**config.mk**
```make
export PLATFORM = sky130hd
export DESIGN_NAME = hog_cell_feeder
export DESIGN_NICKNAME = d
export VERILOG_FILES = /design/src/rtl/hog_cell_feeder.sv
export SDC_FILE = /design/constraint.sdc
export NUM_CORES = 2
export LEC_CHECK = 0
export CAP_MARGIN = 20
export CORE_UTILIZATION = 40
export CTS_CLUSTER_SIZE = 28
export DETAILED_ROUTE_END_ITERATION = 7
export PLACE_DENSITY_LB_ADDON = 0.05
export SYNTH_ARGS = -nofsm -noshare
export SYNTH_HDL_FRONTEND = slang
export SYNTH_SLANG_ARGS = --single-unit
```
**constraint.sdc**
```tcl
create_clock -name clk -period 9.3 [get_ports clk]
set_input_delay 2.325 -clock clk [delete_from_list [all_inputs] [get_ports clk]]
set_output_delay 2.325 -clock clk [all_outputs]
set_load 0.005 [all_outputs]
```
**src/rtl/hog_cell_feeder.sv**
```systemverilog
// hog_cell_feeder: streams a 320x240 frame as 8x8 cells, each packed with its one-pixel border.
// Build option: define HOG_FEED_ZERO_PAD_EN to zero out-of-frame border pixels (default replicates the edge).
module hog_cell_feeder #(
    parameter int PIX_W   = 8,
    parameter int CELL    = 8,
    parameter int CELLS_X = 40,
    parameter int CELLS_Y = 30,
    parameter int MEM_AW  = 14,
    parameter int ADDR_W  = 11
) (
    input  logic                            clk,
    input  logic                            rst,
    input  logic                            start,
    input  logic                            request,
    output logic [MEM_AW-1:0]               mem_addr,
    output logic                            mem_rd,
    input  logic [CELL*PIX_W-1:0]           mem_rdata,
    output logic [(CELL*CELL+4*CELL)*PIX_W-1:0] o_data,
    output logic                            ready,
    output logic [ADDR_W-1:0]               cell_addr,
    output logic                            busy,
    output logic                            frame_done
);

    localparam int WIN_PIX    = CELL*CELL + 4*CELL;
    localparam int TOP_BASE   = CELL*CELL;
    localparam int LEFT_BASE  = TOP_BASE + CELL;
    localparam int RIGHT_BASE = LEFT_BASE + CELL;
    localparam int BOT_BASE   = RIGHT_BASE + CELL;
    localparam int TOP_SLOT   = CELL;
    localparam int BOT_SLOT   = CELL + 1;
    localparam int LEFT_SLOT  = CELL + 2;
    localparam int RIGHT_SLOT = 2*CELL + 2;
    localparam int LAST_SLOT  = 3*CELL + 1;
    localparam int LAST_CELL  = CELLS_X*CELLS_Y - 1;
    localparam int CX_W       = $clog2(CELLS_X);
    localparam int CY_W       = $clog2(CELLS_Y);
`ifdef HOG_FEED_ZERO_PAD_EN
    localparam bit ZERO_PAD = 1'b1;
`else
    localparam bit ZERO_PAD = 1'b0;
`endif

    typedef enum logic [2:0] {IDLE, FETCH, CAPT, EMIT, DONE} state_t;

    state_t                     state_q, state_d;
    logic [4:0]                 issue_q, issue_d;
    logic [4:0]                 prev_slot_q, prev_slot_d;
    logic                       prev_vld_q, prev_vld_d;
    logic                       prev_rd_q, prev_rd_d;
    logic [CX_W-1:0]            cx_q, cx_d;
    logic [CY_W-1:0]            cy_q, cy_d;
    logic [ADDR_W-1:0]          cell_q, cell_d;
    logic                       busy_q, busy_d;
    logic [MEM_AW-1:0]          mem_addr_q, mem_addr_d;
    logic                       mem_rd_q, mem_rd_d;
    logic [WIN_PIX*PIX_W-1:0]   win_q, win_d;
    logic [WIN_PIX*PIX_W-1:0]   o_data_q, o_data_d;

    logic                       issue_en;
    logic [4:0]                 issue_slot;
    logic [CX_W-1:0]            issue_cx;
    logic [CY_W-1:0]            issue_cy;
    logic [MEM_AW:0]            issue_info;
    int                         ps;

    // Returns {in_frame, word_address} for one of the 26 fetch slots of cell (cx, cy).
    function automatic logic [MEM_AW:0] slot_addr(input logic [4:0] slot,
                                                  input logic [CX_W-1:0] cx,
                                                  input logic [CY_W-1:0] cy);
        int   s, row, col;
        logic ok;
        s   = int'(slot);
        row = int'(cy) * CELL;
        col = int'(cx);
        ok  = 1'b1;
        if (s < TOP_SLOT) begin
            row = row + s;
        end else if (s == TOP_SLOT) begin
            row = row - 1;
            ok  = (cy != '0);
        end else if (s == BOT_SLOT) begin
            row = row + CELL;
            ok  = (int'(cy) < CELLS_Y - 1);
        end else if (s < RIGHT_SLOT) begin
            row = row + s - LEFT_SLOT;
            col = col - 1;
            ok  = (cx != '0);
        end else begin
            row = row + s - RIGHT_SLOT;
            col = col + 1;
            ok  = (int'(cx) < CELLS_X - 1);
        end
        return {ok, MEM_AW'(row*CELLS_X + col)};
    endfunction

    function automatic logic [PIX_W-1:0] pad_pix(input logic [PIX_W-1:0] edge_val);
        return ZERO_PAD ? '0 : edge_val;
    endfunction

    // Each return is written into the window the cycle after its slot was issued; pads use
    // cell pixels, which are always captured before any border slot comes back.
    always_comb begin
        win_d = win_q;
        ps    = int'(prev_slot_q);
        if (prev_vld_q) begin
            if (ps < TOP_SLOT) begin
                for (int i = 0; i < CELL; i++)
                    win_d[(ps*CELL + i)*PIX_W +: PIX_W] = mem_rdata[i*PIX_W +: PIX_W];
            end else if (ps == TOP_SLOT) begin
                for (int i = 0; i < CELL; i++)
                    win_d[(TOP_BASE + i)*PIX_W +: PIX_W] = prev_rd_q ?
                        mem_rdata[i*PIX_W +: PIX_W] : pad_pix(win_q[i*PIX_W +: PIX_W]);
            end else if (ps == BOT_SLOT) begin
                for (int i = 0; i < CELL; i++)
                    win_d[(BOT_BASE + i)*PIX_W +: PIX_W] = prev_rd_q ?
                        mem_rdata[i*PIX_W +: PIX_W] :
                        pad_pix(win_q[((CELL-1)*CELL + i)*PIX_W +: PIX_W]);
            end else if (ps < RIGHT_SLOT) begin
                win_d[(LEFT_BASE + ps - LEFT_SLOT)*PIX_W +: PIX_W] = prev_rd_q ?
                    mem_rdata[(CELL-1)*PIX_W +: PIX_W] :
                    pad_pix(win_q[(ps - LEFT_SLOT)*CELL*PIX_W +: PIX_W]);
            end else begin
                win_d[(RIGHT_BASE + ps - RIGHT_SLOT)*PIX_W +: PIX_W] = prev_rd_q ?
                    mem_rdata[PIX_W-1:0] :
                    pad_pix(win_q[((ps - RIGHT_SLOT)*CELL + CELL - 1)*PIX_W +: PIX_W]);
            end
        end
    end

    always_comb begin
        state_d     = state_q;
        issue_d     = issue_q;
        cx_d        = cx_q;
        cy_d        = cy_q;
        cell_d      = cell_q;
        busy_d      = busy_q;
        o_data_d    = o_data_q;
        mem_rd_d    = 1'b0;
        mem_addr_d  = mem_addr_q;
        prev_vld_d  = (state_q == FETCH);
        prev_slot_d = issue_q;
        prev_rd_d   = mem_rd_q;
        issue_en    = 1'b0;
        issue_slot  = issue_q;
        issue_cx    = cx_q;
        issue_cy    = cy_q;
        issue_info  = '0;
        case (state_q)
            IDLE: begin
                if (start) begin
                    cell_d   = '0;
                    cx_d     = '0;
                    cy_d     = '0;
                    busy_d   = 1'b1;
                    issue_d  = '0;
                    issue_en = 1'b1;
                    issue_slot = '0;
                    issue_cx = '0;
                    issue_cy = '0;
                    state_d  = FETCH;
                end
            end
            FETCH: begin
                if (issue_q == 5'(LAST_SLOT)) begin
                    state_d = CAPT;
                end else begin
                    issue_d    = issue_q + 5'd1;
                    issue_en   = 1'b1;
                    issue_slot = issue_q + 5'd1;
                end
            end
            CAPT: begin
                o_data_d = win_d;
                state_d  = EMIT;
            end
            EMIT: begin
                if (request) begin
                    if (cell_q == ADDR_W'(LAST_CELL)) begin
                        busy_d  = 1'b0;
                        state_d = DONE;
                    end else begin
                        cell_d = cell_q + 1'b1;
                        if (cx_q == CX_W'(CELLS_X - 1)) begin
                            cx_d = '0;
                            cy_d = cy_q + 1'b1;
                        end else begin
                            cx_d = cx_q + 1'b1;
                        end
                        issue_d    = '0;
                        issue_en   = 1'b1;
                        issue_slot = '0;
                        issue_cx   = cx_d;
                        issue_cy   = cy_d;
                        state_d    = FETCH;
                    end
                end
            end
            DONE: state_d = IDLE;
            default: state_d = IDLE;
        endcase
        if (issue_en) begin
            issue_info = slot_addr(issue_slot, issue_cx, issue_cy);
            mem_rd_d   = issue_info[MEM_AW];
            if (issue_info[MEM_AW])
                mem_addr_d = issue_info[MEM_AW-1:0];
        end
    end

    always_ff @(posedge clk) begin
        if (!rst) begin
            state_q     <= IDLE;
            issue_q     <= '0;
            prev_slot_q <= '0;
            prev_vld_q  <= 1'b0;
            prev_rd_q   <= 1'b0;
            cx_q        <= '0;
            cy_q        <= '0;
            cell_q      <= '0;
            busy_q      <= 1'b0;
            mem_addr_q  <= '0;
            mem_rd_q    <= 1'b0;
            win_q       <= '0;
            o_data_q    <= '0;
        end else begin
            state_q     <= state_d;
            issue_q     <= issue_d;
            prev_slot_q <= prev_slot_d;
            prev_vld_q  <= prev_vld_d;
            prev_rd_q   <= prev_rd_d;
            cx_q        <= cx_d;
            cy_q        <= cy_d;
            cell_q      <= cell_d;
            busy_q      <= busy_d;
            mem_addr_q  <= mem_addr_d;
            mem_rd_q    <= mem_rd_d;
            win_q       <= win_d;
            o_data_q    <= o_data_d;
        end
    end

    assign mem_addr   = mem_addr_q;
    assign mem_rd     = mem_rd_q;
    assign o_data     = o_data_q;
    assign ready      = (state_q == EMIT) && request;
    assign cell_addr  = cell_q;
    assign busy       = busy_q;
    assign frame_done = (state_q == DONE);

endmodule

```
==> results.py <==
metrics = {
    "status": {
        "status": "finished with violations",
        "violations": "design-rule violations",
    },
    "timing": {
        "max_freq_mhz": 125,
        "fin_worst_skew_ns": 0.0497,
        "rsz0062_at_grt": "no",
        "period_share": 0.860,
        "maxSlewViolCount": 0,
        "timing.final.crit_period_ns": 8.00,
        "whs_ns": 0.454,
        "final_hold_viol_count": 0,
        "fin_setup_tns_ns": 0,
        "setup_violations": 0,
        "slew_headroom": 0.0782,
        "worst_slack_ns": 1.30,
        "worst_pin_slew_ns": 1.37,
    },
    "clocking": {
        "clock_sinks": 1589,
        "htree_levels": 4,
        "cts_hold_buf": 0,
        "cts.clk_slew.worst_paths_ns": 0.06,
        "post_cts_buffers": 0,
        "cts_buffer_depth": 3,
        "cts_tree": "yes",
        "cts-root-buf": "clkbuf_16",
        "cts_resized": 0,
        "cts_made_buffers": 172,
        "clk_latency_ns": 0.90,
    },
    "critical_path": {
        "cp-start-kind": "input pin",
        "cp_max_fo": 6,
        "crit_arrival_ns": 8.74,
        "critPathCaptureType": "flip-flop",
        "crit_required_ns": 10.04,
        "rr_worst_depth": 28,
        "cp_slowest_cell": "fa_1",
        "rr_startpoint": "state_q[1]$_SDFFE_PN0P_",
        "crit_path_frequent_cell": "ha_1",
        "r2r_setup_slack_ns": 2.46,
        "critPathKind": "input pin to flip-flop",
        "r2r-end": "mem_addr[13]$_SDFFE_PN0P_",
        "max_stage_delay_ns": 0.52,
    },
    "drt": {
        "drt_iter0_drc": 11200,
        "avgRoutedWirePerCell_um": 35.5,
        "vias_per_cell": 6.44,
        "dr_total_vias": 75400,
        "firstDrtPassIters": 8,
        "drt_wl_total_mm": 416,
        "ant_nets": 0,
        "drc": 2,
    },
    "global_routing": {
        "grt_usage": 0.448,
        "grt_pass1_wl_mm": 561,
        "grt_overflow": 0,
        "antenna_found_initial": 51,
        "grt_pass1_vias": 68200,
        "grt_max_degree": 253,
    },
    "logic_synthesis": {
        "yosysSeqAreaShare": 0.453,
        "ys_warn_count": 0,
        "synthCells": 8633,
        "synthTopCellsByArea": "dfxtp_1 45%, nor2_1 7.0%, o21ai_0 5.0%",
        "syn_area_per_cell_um2": 8.13,
        "synth_top_cell_area_share": 0.453,
        "ys_types": 108,
        "synth_ff_type": "dfxtp_1",
        "async_flop_share": 0,
        "synth-seq-cells": 1589,
        "yosys.area.top_type": "dfxtp_1",
        "synth_edf_count": 0,
        "syn_area_um2": 70200,
        "synth_nets": 8754,
        "yosys-top-cells-count": "1589 x dfxtp_1, 1314 x nor2_1, 832 x nand2_1, 697 x o21ai_0, 676 x a21oi_1",
        "synth.most_common_cell": "dfxtp_1",
    },
    "place": {
        "portBuffers": 864,
        "pre_cts_ws_ns": 0.359,
        "gp_congestion": 1.08,
        "hpwlAfterDp_mm": 296,
    },
    "flow_run": {
        "max-cap-violations": 0,
    },
    "hold_path": {
        "min-delay-path-class": "flip-flop to flip-flop",
        "holdPathStages": 2,
        "hold_path_end": "o_data[468]$_SDFFE_PN0P_",
        "min-delay-start": "o_data[468]$_SDFFE_PN0P_",
    },
    "floorplan": {
        "dieWidth_um": 421,
        "ios": 865,
        "die_area_um2": 177000,
        "num_rows": 153,
        "initial_core_util": 0.403,
        "die_y_um": 421,
        "core_area_um2": 174000,
    },
    "finish": {
        "drive_gt1_frac": 0.0802,
        "nNetsFinal": 9309,
        "synthToLayoutAreaGrowth_pct": 24.5,
    },
    "pwr": {
        "combPwrFrac": 0.065,
        "power_density_nw_per_um2": 171,
        "ir_worst_vdd_uv": 174,
        "clock_power_share": 0.477,
        "p_int_mw": 11.1,
        "leakage_nw": 29.7,
        "sw_frac_of_total": 0.260,
        "seq_power_share": 0.458,
        "power_switching_mw": 3.89,
    },
}
-- worst max-delay path: cells and delay by family --
kind | cells | cell delay (ns)
and+or+nand+nor | 6 | 1.12
xor gates and xnor gates | 4 | 0.97
adders and majority gates | 4 | 1.40
AOI/OAI and AO/OA | 12 | 2.16
buffers and inverters | 3 | 0.75
-- through the flow --
| stage | cells | total power [mW] | cell area [um^2] | utilization |
|---|---|---|---|---|
| after floorplan | 8633 | 7.40 | 70200 | - |
| after global placement | 11300 | 7.92 | 81400 | 0.468 |
| after detailed placement | 11300 | 7.92 | 81500 | 0.468 |
| after CTS | 11600 | 14.9 | 87200 | 0.501 |
| after global routing | 11700 | 15.3 | 87300 | 0.502 |
| final | 11700 | 15.0 | 87400 | 0.502 |
-- how the worst max path moves through the flow --
stage	startpoint	to	slack [ns]	cells past startpoint
3_5_place_dp	start	mem_addr[13]$_SDFFE_PN0P_	0.36	28
2_1_floorplan	start	mem_addr[13]$_SDFFE_PN0P_	1.37	30
6_report	start	mem_addr[13]$_SDFFE_PN0P_	1.30	29
3_3_place_gp	start	mem_addr[13]$_SDFFE_PN0P_	0.27	29
4_1_cts	start	mem_addr[13]$_SDFFE_PN0P_	1.25	28
5_1_grt	start	mem_addr[13]$_SDFFE_PN0P_	0.92	29
-- sequential cells by signal, indices dropped and copies added, names as in the netlist --
signal	count
prev_slot_q	5
o_data	768
prev_rd_q	1
state_q	3
busy	1
mem_addr	14
mem_rd	1
cell_addr	11
cx_q	6
issue_q	5
cy_q	5
prev_vld_q	1
win_q	768
-- layout by cell type, fill, tap and decap left out, types with 36 or more instances in the layout --
master | synthesis | final
ha_1 | 50 | 49
a31oi_1 | 99 | 99
o22ai_1 | 216 | 216
o21a_1 | 36 | 36
nor2_1 | 1314 | 1294
clkbuf_8 | 0 | 40
a211oi_1 | 221 | 221
dfxtp_1 | 1589 | 1585
nand2_1 | 832 | 829
a221oi_1 | 48 | 48
nor2b_1 | 96 | 96
diode_2 | 0 | 60
o21ai_0 | 697 | 693
a22oi_1 | 363 | 360
a22o_1 | 73 | 73
a21oi_1 | 676 | 670
clkdlybuf4s50_1 | 0 | 860
nor3_1 | 193 | 190
mux2i_1 | 193 | 191
buf_4 | 6 | 271
nand3_1 | 142 | 138
nand2b_1 | 51 | 49
clkbuf_16 | 0 | 175
clkbuf_1 | 669 | 48
and2_1 | 237 | 237
inv_1 | 95 | 94
-- logic make-up (layout without fill, tap and decap cells) --
family                   Yosys count  after routing  synth area share
XOR/XNOR                          51             51           0.00695
flip-flops                      1589           1589             0.453
multiplexers                     244            244            0.0397
other                              0             60                 0
AO/OA/AOI/OAI                   2782           2782             0.252
AND/OR/NAND/NOR                 3040           3040             0.191
buffers and inverters            874           1568            0.0478
adder cells (fa/ha/maj)           53             53           0.00977
-- per-layer routing --
layer	part of all wire	track usage	up-vias	wire, um
met4	0.085	0.351	18	35200
met1	0.38	0.541	37000	156000
met3	0.11	0.150	1312	47500
li1	-	-	32000	-
met2	0.42	0.651	5114	177000
met5	0.00031	0	-	129
-- final cells by class --
type                       count  area, um^2
tap                         2325        2910
inverter                     100         383
timing repair buffer        1155       11000
multi-input combinational   6170       35400
fill                       17000       86600
antenna                       60         150
sequential                  1589       31800
clock inverter                51         646
clock buffer                 262        5080
-- power groups by stage --
stage	clock [mW]	combinational, mW	sequential [mW]
after global routing	7.44	0.949	6.86
after CTS	7.15	0.906	6.86
after floorplan	0	0.405	7.00
after global placement	0	0.902	7.01
final	7.14	0.976	6.87
after detailed placement	0	0.904	7.02
Note: power is estimated with default switching activity, not from simulation.
